===== src/rtl/board_io_pkg.sv =====
// Shared types, constants and counter-width helper for the board input conditioner.
package board_io_pkg;

  typedef enum logic [1:0] {RELEASED, HELD_DELAY, HELD_REPEAT} chan_state_t;

  localparam int unsigned CLK_HZ        = 50_000_000;
  localparam int unsigned DEBOUNCE_10MS = 500_000;

  // Bits needed to hold 0..max_val; never narrower than one bit.
  function automatic int unsigned cnt_width(input int unsigned max_val);
    int unsigned w;
    w = $clog2(max_val + 1);
    return (w < 1) ? 1 : w;
  endfunction

endpackage


===== src/rtl/input_channel.sv =====
// One conditioned input: synchroniser, polarity fix, debounce, edge pulses, auto-repeat.
module input_channel
  import board_io_pkg::*;
#(
  parameter int unsigned SYNC_STAGES     = 2,
  parameter int unsigned DEBOUNCE_CYCLES = DEBOUNCE_10MS,
  parameter int unsigned REPEAT_DELAY    = 25_000_000,
  parameter int unsigned REPEAT_PERIOD   = 5_000_000,
  parameter bit          POLARITY        = 1'b1,
  parameter bit          REPEAT_EN       = 1'b0
) (
  input  logic clock_50,
  input  logic reset_n,
  input  logic raw_in,
  output logic level_out,
  output logic press_pulse,
  output logic release_pulse,
  output logic repeat_pulse
);

  localparam int unsigned RepMax = (REPEAT_DELAY > REPEAT_PERIOD) ? REPEAT_DELAY : REPEAT_PERIOD;
  localparam int unsigned RcntW  = cnt_width(RepMax);

  logic [SYNC_STAGES-1:0] sync_q;
  logic                   n_cur;
  logic                   level_cur;
  logic                   level_nxt;
  logic                   rise;
  logic                   fall;

  // Reset to the inactive raw level so a held input is seen as a fresh press.
  always_ff @(posedge clock_50 or negedge reset_n) begin
    if (!reset_n) sync_q <= {SYNC_STAGES{POLARITY}};
    else          sync_q <= {sync_q[SYNC_STAGES-2:0], raw_in};
  end

  assign n_cur = sync_q[SYNC_STAGES-1] ^ POLARITY;

  if (DEBOUNCE_CYCLES == 0) begin : g_bypass
    // Level is the last sync flop; its next value comes from the stage before.
    assign level_cur = n_cur;
    assign level_nxt = sync_q[SYNC_STAGES-2] ^ POLARITY;
  end else begin : g_debounce
    localparam int unsigned CntW = cnt_width(DEBOUNCE_CYCLES);

    logic [CntW-1:0] cnt_q, cnt_d;
    logic            level_q, level_d;

    always_comb begin
      cnt_d   = cnt_q;
      level_d = level_q;
      if (n_cur == level_q) begin
        cnt_d = '0;
      end else if (cnt_q == CntW'(DEBOUNCE_CYCLES - 1)) begin
        level_d = n_cur;
        cnt_d   = '0;
      end else begin
        cnt_d = cnt_q + 1'b1;
      end
    end

    always_ff @(posedge clock_50 or negedge reset_n) begin
      if (!reset_n) begin
        cnt_q   <= '0;
        level_q <= 1'b0;
      end else begin
        cnt_q   <= cnt_d;
        level_q <= level_d;
      end
    end

    assign level_cur = level_q;
    assign level_nxt = level_d;
  end

  assign rise      = level_nxt & ~level_cur;
  assign fall      = ~level_nxt & level_cur;
  assign level_out = level_cur;

  chan_state_t      state_q;
  logic [RcntW-1:0] rcnt_q;

  // Accepted level edges take priority, so repeat never overlaps press or release.
  always_ff @(posedge clock_50 or negedge reset_n) begin
    if (!reset_n) begin
      press_pulse   <= 1'b0;
      release_pulse <= 1'b0;
      repeat_pulse  <= 1'b0;
      state_q       <= RELEASED;
      rcnt_q        <= '0;
    end else begin
      press_pulse   <= rise;
      release_pulse <= fall;
      repeat_pulse  <= 1'b0;
      if (fall) begin
        state_q <= RELEASED;
        rcnt_q  <= '0;
      end else if (rise && REPEAT_EN) begin
        state_q <= HELD_DELAY;
        rcnt_q  <= '0;
      end else begin
        unique case (state_q)
          RELEASED: rcnt_q <= '0;
          HELD_DELAY: begin
            if (rcnt_q == RcntW'(REPEAT_DELAY - 1)) begin
              repeat_pulse <= 1'b1;
              rcnt_q       <= '0;
              state_q      <= HELD_REPEAT;
            end else begin
              rcnt_q <= rcnt_q + 1'b1;
            end
          end
          HELD_REPEAT: begin
            if (rcnt_q == RcntW'(REPEAT_PERIOD - 1)) begin
              repeat_pulse <= 1'b1;
              rcnt_q       <= '0;
            end else begin
              rcnt_q <= rcnt_q + 1'b1;
            end
          end
          default: state_q <= RELEASED;
        endcase
      end
    end
  end

endmodule


===== src/rtl/board_input_conditioner.sv =====
// Conditions DE1-SoC keys/switches: N_CH independent channels plus a combined event flag.
module board_input_conditioner
  import board_io_pkg::*;
#(
  parameter int unsigned     N_CH            = 4,
  parameter int unsigned     SYNC_STAGES     = 2,
  parameter int unsigned     DEBOUNCE_CYCLES = DEBOUNCE_10MS,
  parameter logic [N_CH-1:0] POLARITY_MASK   = '1,
  parameter logic [N_CH-1:0] REPEAT_EN       = '0,
  parameter int unsigned     REPEAT_DELAY    = 25_000_000,
  parameter int unsigned     REPEAT_PERIOD   = 5_000_000
) (
  input  logic            clock_50,
  input  logic            reset_n,
  input  logic [N_CH-1:0] raw_in,
  output logic [N_CH-1:0] level_out,
  output logic [N_CH-1:0] press_pulse,
  output logic [N_CH-1:0] release_pulse,
  output logic [N_CH-1:0] repeat_pulse,
  output logic            any_event
);

  for (genvar i = 0; i < N_CH; i++) begin : g_ch
    input_channel #(
      .SYNC_STAGES    (SYNC_STAGES),
      .DEBOUNCE_CYCLES(DEBOUNCE_CYCLES),
      .REPEAT_DELAY   (REPEAT_DELAY),
      .REPEAT_PERIOD  (REPEAT_PERIOD),
      .POLARITY       (POLARITY_MASK[i]),
      .REPEAT_EN      (REPEAT_EN[i])
    ) u_chan (
      .clock_50     (clock_50),
      .reset_n      (reset_n),
      .raw_in       (raw_in[i]),
      .level_out    (level_out[i]),
      .press_pulse  (press_pulse[i]),
      .release_pulse(release_pulse[i]),
      .repeat_pulse (repeat_pulse[i])
    );
  end

  assign any_event = |{press_pulse, release_pulse, repeat_pulse};

endmodule


===== config.mk =====
export PLATFORM = sky130hd
export DESIGN_NAME = board_input_conditioner
export DESIGN_NICKNAME = d
export VERILOG_FILES = /design/src/rtl/board_io_pkg.sv /design/src/rtl/input_channel.sv /design/src/rtl/board_input_conditioner.sv
export SDC_FILE = /design/constraint.sdc
export NUM_CORES = 1
export LEC_CHECK = 0
export BUFFER_PORTS_ARGS = -buffer_cell sky130_fd_sc_hd__buf_2
export CAP_MARGIN = 0
export CORE_MARGIN = 3
export CORE_UTILIZATION = 45
export CTS_BUF_LIST = sky130_fd_sc_hd__clkbuf_16
export DETAILED_ROUTE_END_ITERATION = 10
export GPL_ROUTABILITY_DRIVEN = 1
export PLACE_DENSITY_LB_ADDON = 0.1
export SLEW_MARGIN = 10
export SYNTH_ARGS = -nofsm -noshare
export SYNTH_HDL_FRONTEND = slang
export SYNTH_HIERARCHICAL = 1
export SYNTH_SLANG_ARGS = --single-unit

===== constraint.sdc =====
create_clock -name clock_50 -period 2.2 [get_ports clock_50]
set_clock_uncertainty 0.15 [all_clocks]
set_input_delay 0.22 -clock clock_50 [delete_from_list [all_inputs] [get_ports clock_50]]
set_output_delay 0.22 -clock clock_50 [all_outputs]
set_load 0.02 [all_outputs]

==> flow_metrics.py, run 1 <==
metrics = {
    "global_routing": {
        "grt_pass1_vias": 3172,
        "grt_pass1_wl_mm": 15.21,
        "grt_max_degree": 45,
        "grt_use_total_pct": 16.86,
        "globalRoute.totalOverflow": 0,
        "antenna_found_initial": 0,
    },
    "sta": {
        "max-slew-margin-rel_pct": 60.07,
        "fin_crit_sh_pct": 94.29,
        "finalCriticalPeriod_ps": 2074,
        "hold_viol_final": 0,
        "fin_tns_setup_ps": 0,
        "worst_pin_slew_ps": 593.4,
        "clock.fmax_ghz": 0.4821,
        "setup_viol": 0,
        "rsz0062_at_grt": "false",
        "slew_viol_final": 0,
    },
    "worst_setup_path": {
        "cp_data_arrival_time_ps": 2190,
        "crit_chain": "ha_2 > nand4_2 > or4_1 > or3_1 > a21oi_1",
        "endpoint_kind": "register",
        "required_ps": 2320,
        "startpoint_type": "register",
        "slowest_delay_ps": 590,
        "crit_type": "reg2reg",
        "cp_top_family": "simple AND/OR/NAND/NOR gates",
        "slowest_stage": "or4_1",
        "critical_path.max_fanout": 4,
        "crit_buf_inv": 0,
    },
    "place": {
        "dpl-instance-area_um2": 4840,
        "gp_congestion": 0.7930,
        "portBuffers": 18,
        "hpwl_mm": 6.145,
        "dp.cells": 605,
    },
    "routing": {
        "dr_total_vias": 3331,
        "routed_wl_mm": 8.778,
        "drt_pass1_iterations": 4,
        "vias_per_cell": 5.321,
        "wl_per_cell_um": 14.02,
        "ant_nets": 0,
        "drt-initial-drc-count": 114,
        "post-route-drc-count": 0,
    },
    "floorplan": {
        "io_pins": 23,
        "fp-row-count": 35,
        "start_util_pct": 47.54,
        "die_x_um": 106.0,
        "coreArea_um2": 9459,
        "die-area_um2": 11230,
        "die_h_um": 106.0,
    },
    "synthesis": {
        "avgSynthCellArea_um2": 9.971,
        "seq_area_frac_synth_pct": 53.64,
        "syn_inst": 451,
        "ys_ff_latch": 96,
        "yosysUniqueCellTypes": 30,
        "syn-cell-area_um2": 4497,
        "syn_nets": 461,
        "yosysWarningCount": 6,
    },
    "clock_network": {
        "cts_max_level": 3,
        "postCtsSetupBuffers": 0,
        "cts_root_buf": "clkbuf_16",
        "cts_buffer_depth": 2,
        "cts_tree": "built",
        "clk_pin_slew_worst_paths_ps": 70,
        "insertion_delay_ps": 350,
        "cts_inserted_buffers": 9,
        "cts_sinks": 96,
    },
    "power": {
        "irDropWorstVdd_mv": 0.4283,
        "power_density_nw_per_um2": 694.6,
        "leakage_nw": 2.097,
    },
    "job": {
        "maxCapViolations": 0,
    },
    "outcome": {
        "status": "completed",
    },
    "final_layout": {
        "layout.nets": 502,
        "syn2layout_area_growth_pct": 16.22,
        "fin_area_um2": 5226,
        "diodes": 0,
        "final_cells": 626,
        "drive_above_1_share_pct": 15.90,
    },
    "hold_path": {
        "hold_class": "reg2reg",
    },
}
-- final timing paths --
path	end	depth (start not counted)	from	slack (ps)
max reg2reg	g_ch[3].u_chan/g_debounce.cnt_q[16]	5	g_ch[3].u_chan/g_debounce.cnt_q[0]	130
min	g_ch[2].u_chan/sync_q[1]	0	g_ch[2].u_chan/sync_q[0]	200
min in group asynchronous	g_ch[1].u_chan/g_debounce.cnt_q[7]	2	reset_n	210
max	g_ch[3].u_chan/g_debounce.cnt_q[16]	5	g_ch[3].u_chan/g_debounce.cnt_q[0]	130
min reg2reg	g_ch[2].u_chan/sync_q[1]	0	g_ch[2].u_chan/sync_q[0]	200
max in group asynchronous	g_ch[1].u_chan/sync_q[1]	3	reset_n	1020
-- flip-flops by register name (all words and copies together), names as in the netlist --
| name | count |
|---|---|
| g_ch.u_chan/g_debounce.cnt_q | 76 |
| g_ch.u_chan/sync_q | 8 |
| g_ch.u_chan/level_out | 4 |
| g_ch.u_chan/press_pulse | 4 |
| g_ch.u_chan/release_pulse | 4 |
-- placed cells by master (no fill, tap or decap), drive strengths merged, types with 14 or more instances in the layout --
| cell | count |
|---|---|
| nand4 | 19 |
| inv | 19 |
| o21ai | 17 |
| buf | 37 |
| nor3 | 14 |
| nand3 | 24 |
| nor2 | 69 |
| nor4 | 17 |
| dfrtp | 88 |
| a21oi | 20 |
| nand2 | 32 |
| xnor2 | 39 |
-- layer usage --
metal,up-vias,GRT usage (%),wire length (µm)
li1,1662,-,-
met1,1629,22.88,4296
met2,35,26.18,4103
met3,5,5.222,310
met4,0,4.903,67
met5,-,0,0
-- area by class of cell --
type                            count  area (µm²)
Multi-Input combinational cell    325        1968
Inverter                           18       67.56
Tap cell                          129       161.4
Clock inverter                      7       93.84
Timing Repair Buffer               42       297.8
Clock buffer                        9       225.2
Fill cell                         857        4233
Sequential cell                    96        2412
-- per-stage QoR --
| step | setup WS [ps] | total power [mW] | hold WS, ps | util (%) |
|---|---|---|---|---|
| after global placement | 139.0 | 1.982 | 50.45 | 51.16 |
| after global routing | 27.06 | 3.786 | 209.5 | 55.25 |
| after floorplan | 151.2 | 1.917 | -225.6 | - |
| after detailed placement | 75.43 | 1.985 | 51.11 | 51.16 |
| after CTS | 66.33 | 3.689 | 201.5 | 55.07 |
| final | 125.7 | 3.630 | 204.2 | 55.25 |
-- timing repair --
action                                  CTS  global route
hold endpoints to repair                 33             0
endpoints found under the setup margin    0             5
resized for setup                         0             5
hold buffers                              5             0
-- where the power goes --
| part | switching [mW] | internal, mW | total (mW) |
|---|---|---|---|
| Clock | 0.678 | 0.996 | 1.67 |
| Combinational | 0.0918 | 0.0439 | 0.136 |
| Sequential | 0.0253 | 1.80 | 1.82 |
-- synthesized netlist by cell type, drive strengths merged --
master / number / share of area (%)
inv: 18 / 1.5
or3: 10 / 1.4
dfstp: 8 / 4.7
xor2: 13 / 2.5
o31ai: 9 / 1.8
o21ai: 17 / 1.9
conb: 4 / 0.33
ha: 4 / 1.1
dfrtp: 88 / 49
clkbuf: 3 / 0.25
and3: 5 / 0.70
nand3: 24 / 3.1
a31o: 6 / 1.2
nand2: 32 / 2.7
nand4: 19 / 2.9
or4b: 1 / 0.22
buf: 9 / 1.2
nor2: 69 / 5.8
and4: 4 / 0.78
nor4b: 8 / 1.6
nor3: 14 / 1.6
or4: 10 / 1.7
a21oi: 20 / 2.2
nor4: 17 / 2.4
xnor2: 39 / 7.6
-- cells by family (layout without fill, tap and decap cells) --
logic type,Yosys count,in the layout,synth area share (%)
simple gates,213,213,24.71
flops,96,96,53.64
compound gates,52,52,7.095
xor+xnor,52,52,10.13
buf+inv,30,76,2.977
fa+ha+maj,4,4,1.113
other cells,4,4,0.3338
Note: power is estimated with default switching activity, not from simulation.
==> run 2, diff against run 1 <==
HOLD_SLACK_MARGIN = 0.06   (was unset)
RECOVER_POWER = 25   (was unset)
==> run 2 against run 1 <==
  * Global-route usage is the same
  * Clock power is essentially flat
  * Critical endpoint unchanged
  * Die area is the same
  * Worst hold slack is essentially flat
  * Via count grew 0.27%
==> flow_metrics.py, run 2 (same netlist as run 1, synthesis figures left out) <==
metrics = {
    "routing": {
        "wl_met2_mm": 4.112,
        "routed.top_layer": "met4",
        "post-route-drc-count": 0,
        "wl_met1_mm": 4.280,
        "routed_wl_mm": 8.780,
        "drt-initial-drc-count": 115,
        "wl_per_cell_um": 14.03,
        "dr_total_vias": 3340,
        "drt_pass1_iterations": 4,
        "met3WireLength_um": 320,
        "vias_per_cell": 5.335,
        "ant_nets": 0,
    },
    "worst_setup_path": {
        "cp_top_family": "simple AND/OR/NAND/NOR gates",
        "critical_path.max_fanout": 4,
        "crit_chain": "ha_2 > nand4_2 > or4_1 > or3_1 > a21oi_1",
        "crit_start": "g_ch[3].u_chan/g_debounce.cnt_q[0]",
        "startpoint_type": "register",
        "crit_buf_inv": 0,
        "reg2reg_from": "g_ch[3].u_chan/g_debounce.cnt_q[0]",
        "endpoint_kind": "register",
        "r2r_cells": 5,
        "slowest_stage": "or4_1",
        "crit_type": "reg2reg",
        "critical_path_depth": 5,
        "required_ps": 2320,
        "slowest_delay_ps": 590,
        "cp_data_arrival_time_ps": 2180,
    },
    "clock_network": {
        "cts_max_level": 3,
        "clk_pin_slew_worst_paths_ps": 70,
        "cts_inserted_buffers": 9,
        "cts_tree": "built",
        "cts_root_buf": "clkbuf_16",
        "cts_sinks": 96,
        "insertion_delay_ps": 340,
        "postCtsSetupBuffers": 0,
        "cts_buffer_depth": 2,
    },
    "global_routing": {
        "grt_max_degree": 45,
        "grt_pass1_vias": 3172,
        "grt_use_total_pct": 16.86,
        "globalRoute.totalOverflow": 0,
        "grt_pass1_wl_mm": 15.21,
        "antenna_found_initial": 0,
    },
    "final_layout": {
        "largest_reg_flops": 76,
        "diodes": 0,
        "top_register": "g_ch.u_chan/g_debounce.cnt_q",
        "syn2layout_area_growth_pct": 15.83,
        "drive_above_1_share_pct": 15.49,
        "most-common-layout-cells": "dfrtp_1, nor2_1, xnor2_1",
        "top_regs": "g_ch.u_chan/g_debounce.cnt_q x76, g_ch.u_chan/sync_q x8",
        "layout.nets": 502,
        "final_cells": 626,
        "postLayoutCoreUtil_pct": 55.07,
        "final_common_cell": "dfrtp_1",
    },
    "sta": {
        "fin_tns_setup_ps": 0,
        "setup_viol": 0,
        "hold_viol_final": 0,
        "worst_pin_slew_ps": 830.0,
        "finalCriticalPeriod_ps": 2058,
        "slew_viol_final": 0,
        "max-slew-margin-rel_pct": 44.67,
        "clock.fmax_ghz": 0.4859,
        "rsz0062_at_grt": "false",
        "fin_crit_sh_pct": 93.54,
    },
    "hold_path": {
        "hold_depth": 0,
        "hp-start": "g_ch[2].u_chan/sync_q[0]",
        "hold_class": "reg2reg",
    },
    "outcome": {
        "status": "completed",
    },
    "floorplan": {
        "die-area_um2": 11230,
        "die_h_um": 106.0,
        "die_x_um": 106.0,
        "start_util_pct": 47.54,
        "io_pins": 23,
        "coreArea_um2": 9459,
        "fp-row-count": 35,
    },
    "power": {
        "swShare_pct": 21.93,
        "leakage_nw": 2.086,
        "p_seq_share_pct": 50.2,
        "p_int_mw": 2.832,
        "p_sw_uw": 795.7,
        "pwr-share-comb_pct": 3.6,
        "irDropWorstVdd_mv": 0.4284,
        "clock_power_share_pct": 46.2,
        "power_density_nw_per_um2": 696.4,
    },
    "place": {
        "dp.cells": 605,
        "hpwl_mm": 6.145,
        "gp_congestion": 0.7930,
        "portBuffers": 18,
    },
    "job": {
        "maxCapViolations": 0,
    },
}
run 2: stage by stage:
stage | hold slack, ps | setup WS, ps | power, mW | instance area, µm²
final | 204.0 | 142.1 | 3.627 | 5209
after global routing | 209.5 | 27.06 | 3.782 | 5209
after CTS | 201.5 | 66.33 | 3.689 | 5209
after detailed placement | 51.11 | 75.43 | 1.985 | 4840
after global placement | 50.45 | 139.0 | 1.982 | 4840
after floorplan | -225.6 | 151.2 | 1.917 | 4497
run 2: path summary, 6_finish.rpt:
kind                                                  endpoint  slack (ps)
max                        g_ch[3].u_chan/g_debounce.cnt_q[16]         140
min                                   g_ch[2].u_chan/sync_q[1]         200
max reg2reg                g_ch[3].u_chan/g_debounce.cnt_q[16]         140
min reg2reg                           g_ch[2].u_chan/sync_q[1]         200
max in group asynchronous           g_ch[0].u_chan/press_pulse         390
min in group asynchronous   g_ch[1].u_chan/g_debounce.cnt_q[7]         350
run 2: cell type report:
cell class,instances,area (µm²)
fillers,862,4250
well taps,129,161.4
repair buffers,42,280.3
multi-input cells,325,1968
clock inverters,7,93.84
flip-flops and latches,96,2412
clock buffers,9,225.2
inverters,18,67.56
run 2: power groups by stage:
stage,clock network (mW),registers (mW),logic (mW)
2_1_floorplan,0,1.85,0.0672
3_3_place_gp,0,1.85,0.129
3_5_place_dp,0,1.85,0.131
4_1_cts,1.73,1.82,0.138
5_1_grt,1.81,1.83,0.152
6_report,1.67,1.82,0.132
run 2: worst register-to-register path, delay by kind of cell (launching register included):
| family | cells | cell delay (ps) |
|---|---|---|
| flip-flops | 1 | 400 |
| AND/OR/NAND/NOR | 3 | 1050 |
| adder cells (fa/ha/maj) | 1 | 240 |
| AO/OA/AOI/OAI | 1 | 140 |
run 2: timing repair:
action	CTS	global route
setup endpoints to repair	0	5
hold endpoints to repair	37	0
hold buffers	5	0
gates resized for setup	0	5
run 2: metal layers:
layer	up-vias	global-route usage (%)
li1	1662	-
met1	1628	22.88
met2	45	26.18
met3	5	5.222
met4	0	4.903
met5	-	0
==> run 3, diff against run 2 <==
CORE_UTILIZATION = 35   (was 45)
SKIP_LAST_GASP = 1   (was unset)
==> run 3 against run 2 <==
  * Total power is 7.7% lower
  * Critical path depth shrank 1
  * Setup slack got worse by 21 ps
  * Maximum frequency is 1.0% lower
  * Largest cell class unchanged
  * Critical path type unchanged
  * Clock power decreased by 17%
  * Core utilization fell by 12 points
  * Via count up 1.2%
  * Routed wire length rose by 4.4%
  * Sequential share of layout area down 0.23 points
  * Non-clock buffer count is 6 higher
==> flow_metrics.py, run 3 (same netlist as run 1, synthesis figures left out) <==
metrics = {
    "outcome": {
        "status": "completed",
    },
    "worst_setup_path": {
        "reg2reg_from": "g_ch[0].u_chan/g_debounce.cnt_q[3]",
        "crit_chain": "nand3_2 > or4_1 > or4_1 > a21oi_1",
        "r2r_slack_ps": 120,
        "slowest_stage": "or4_1",
        "slowest_delay_ps": 670,
        "crit_type": "reg2reg",
        "required_ps": 2320,
        "cp_data_arrival_time_ps": 2200,
        "reg2reg_to": "g_ch[0].u_chan/g_debounce.cnt_q[17]",
        "critical_path.max_fanout": 7,
        "crit_top_cell": "or4_1",
        "r2r_cells": 4,
        "startpoint_type": "register",
        "endpoint_kind": "register",
    },
    "clock_network": {
        "clk_pin_slew_worst_paths_ps": 70,
        "cts_tree": "built",
        "cts_inserted_buffers": 9,
        "cts_buffer_depth": 2,
        "postCtsSetupBuffers": 0,
        "cts_sinks": 96,
        "cts_max_level": 3,
        "insertion_delay_ps": 340,
        "cts_root_buf": "clkbuf_16",
    },
    "power": {
        "leakage_nw": 2.103,
        "irDropWorstVdd_mv": 0.4776,
        "power_density_nw_per_um2": 639.4,
        "finalPower_mw": 3.347,
    },
    "global_routing": {
        "globalRouteMet1Util_pct": 18.75,
        "grt_use_total_pct": 14.15,
        "grt_pass1_vias": 3428,
        "grt_max_degree": 33,
        "antenna_found_initial": 0,
        "met2_usage_pct": 22.08,
        "globalRoute.totalOverflow": 0,
        "grt_pass1_wl_mm": 16.42,
        "globalRouteMet3Util_pct": 4.701,
        "top_usage_layer": "met2",
    },
    "floorplan": {
        "die_x_um": 119.4,
        "io_pins": 23,
        "start_util_pct": 36.67,
        "die_h_um": 119.4,
        "coreArea_um2": 12260,
        "die-area_um2": 14240,
        "fp-row-count": 40,
    },
    "sta": {
        "rsz0062_at_grt": "false",
        "setup_viol": 0,
        "clock.fmax_ghz": 0.4810,
        "fin_crit_sh_pct": 94.50,
        "slew_viol_final": 0,
        "hold_viol_final": 0,
        "worst_pin_slew_ps": 811.3,
        "fin_tns_setup_ps": 0,
        "whs_ps": 205.4,
        "max-slew-margin-rel_pct": 45.91,
        "finalCriticalPeriod_ps": 2079,
    },
    "job": {
        "maxCapViolations": 0,
    },
    "final_layout": {
        "final_common_cell": "dfrtp_1",
        "diodes": 0,
        "syn2layout_area_growth_pct": 16.42,
        "drive_above_1_share_pct": 15.71,
        "top_regs": "g_ch.u_chan/g_debounce.cnt_q x76, g_ch.u_chan/sync_q x8",
        "fin_area_um2": 5235,
        "final_cells": 671,
        "layout.nets": 508,
        "most-common-layout-cells": "dfrtp_1, nor2_1, xnor2_1",
        "top_register": "g_ch.u_chan/g_debounce.cnt_q",
        "largest_reg_flops": 76,
    },
    "routing": {
        "ant_nets": 0,
        "dr_total_vias": 3381,
        "drt_pass1_iterations": 4,
        "drt-initial-drc-count": 178,
        "vias_per_cell": 5.039,
        "routed_wl_mm": 9.164,
        "post-route-drc-count": 0,
        "wl_per_cell_um": 13.66,
    },
    "hold_path": {
        "hp-start": "g_ch[0].u_chan/sync_q[0]",
        "min_to": "g_ch[0].u_chan/sync_q[1]",
        "hold_class": "reg2reg",
        "hold_depth": 0,
    },
    "place": {
        "portBuffers": 18,
        "dp.cells": 650,
        "gp_congestion": 0.7809,
        "hpwl_mm": 6.407,
        "dpl-instance-area_um2": 4933,
    },
}
-- run 3: cell count changes in the layout (fill, tap and decap cells not counted) --
cell	change
ha_2	-1
bufinv_16	-2
clkbuf_1	-2
clkinvlp_4	-1
or4_4	-1
buf_4	+6
inv_1	+3
buf_2	+2
clkinv_1	+1
ha_1	+1
or4_1	+1
clkbuf_2	+1
clkbuf_4	-1
inv_6	-1
-- run 3: worst max-delay path, delay by kind of cell, from the launching register on --
kind	cells	cell delay [ps]
and+or+nand+nor	3	1300
DFF	1	420
AOI/OAI and AO/OA	1	150
-- run 3: where the power goes --
part           switching (mW)  internal, mW  leakage (nW)
logic                  0.0931        0.0449         0.662
registers              0.0233          1.80          1.30
clock network           0.643         0.746         0.136
-- run 3: area by class of cell --
class                   instances  area, µm²
inverters                      18      67.56
multi-input cells             325       1962
well taps                     168      210.2
flip-flops and latches         96       2412
repair buffers                 48      325.3
clock buffers                   9      225.2
clock inverters                 7      32.53
fillers                      1220       7027
-- run 3: worst max path at each step --
| stage | from | end | slack, ps | depth (start not counted) |
|---|---|---|---|---|
| 2_1_floorplan | g_ch[3].u_chan/g_debounce.cnt_q[0] | g_ch[3].u_chan/g_debounce.cnt_q[16] | 150 | 5 |
| 3_3_place_gp | g_ch[1].u_chan/g_debounce.cnt_q[2] | g_ch[1].u_chan/g_debounce.cnt_q[17] | 140 | 4 |
| 3_5_place_dp | g_ch[1].u_chan/g_debounce.cnt_q[2] | g_ch[1].u_chan/g_debounce.cnt_q[17] | 80 | 4 |
| 4_1_cts | g_ch[1].u_chan/g_debounce.cnt_q[2] | g_ch[1].u_chan/g_debounce.cnt_q[17] | 50 | 4 |
| 5_1_grt | g_ch[3].u_chan/g_debounce.cnt_q[0] | g_ch[3].u_chan/g_debounce.cnt_q[16] | 10 | 5 |
| 6_report | g_ch[0].u_chan/g_debounce.cnt_q[3] | g_ch[0].u_chan/g_debounce.cnt_q[17] | 120 | 4 |
-- run 3: per-layer routing --
layer / wire, µm / up-vias
met4: 81 / 0
met3: 294 / 5
li1: - / 1675
met2: 4233 / 42
met1: 4555 / 1659
met5: 0 / -
-- run 3: metrics by stage --
step	util [%]	setup slack, ps
floorplan	-	151.2
global placement	40.23	143.1
detailed placement	40.23	75.27
CTS	42.74	52.94
global route	42.69	14.29
finish	42.69	121.0
-- run 3: timing repair --
action / 4_1_cts / 5_1_grt
hold endpoints to repair: 59 / 0
hold buffers: 5 / 0
resized for setup: 0 / 3
endpoints found under the setup margin: 0 / 3
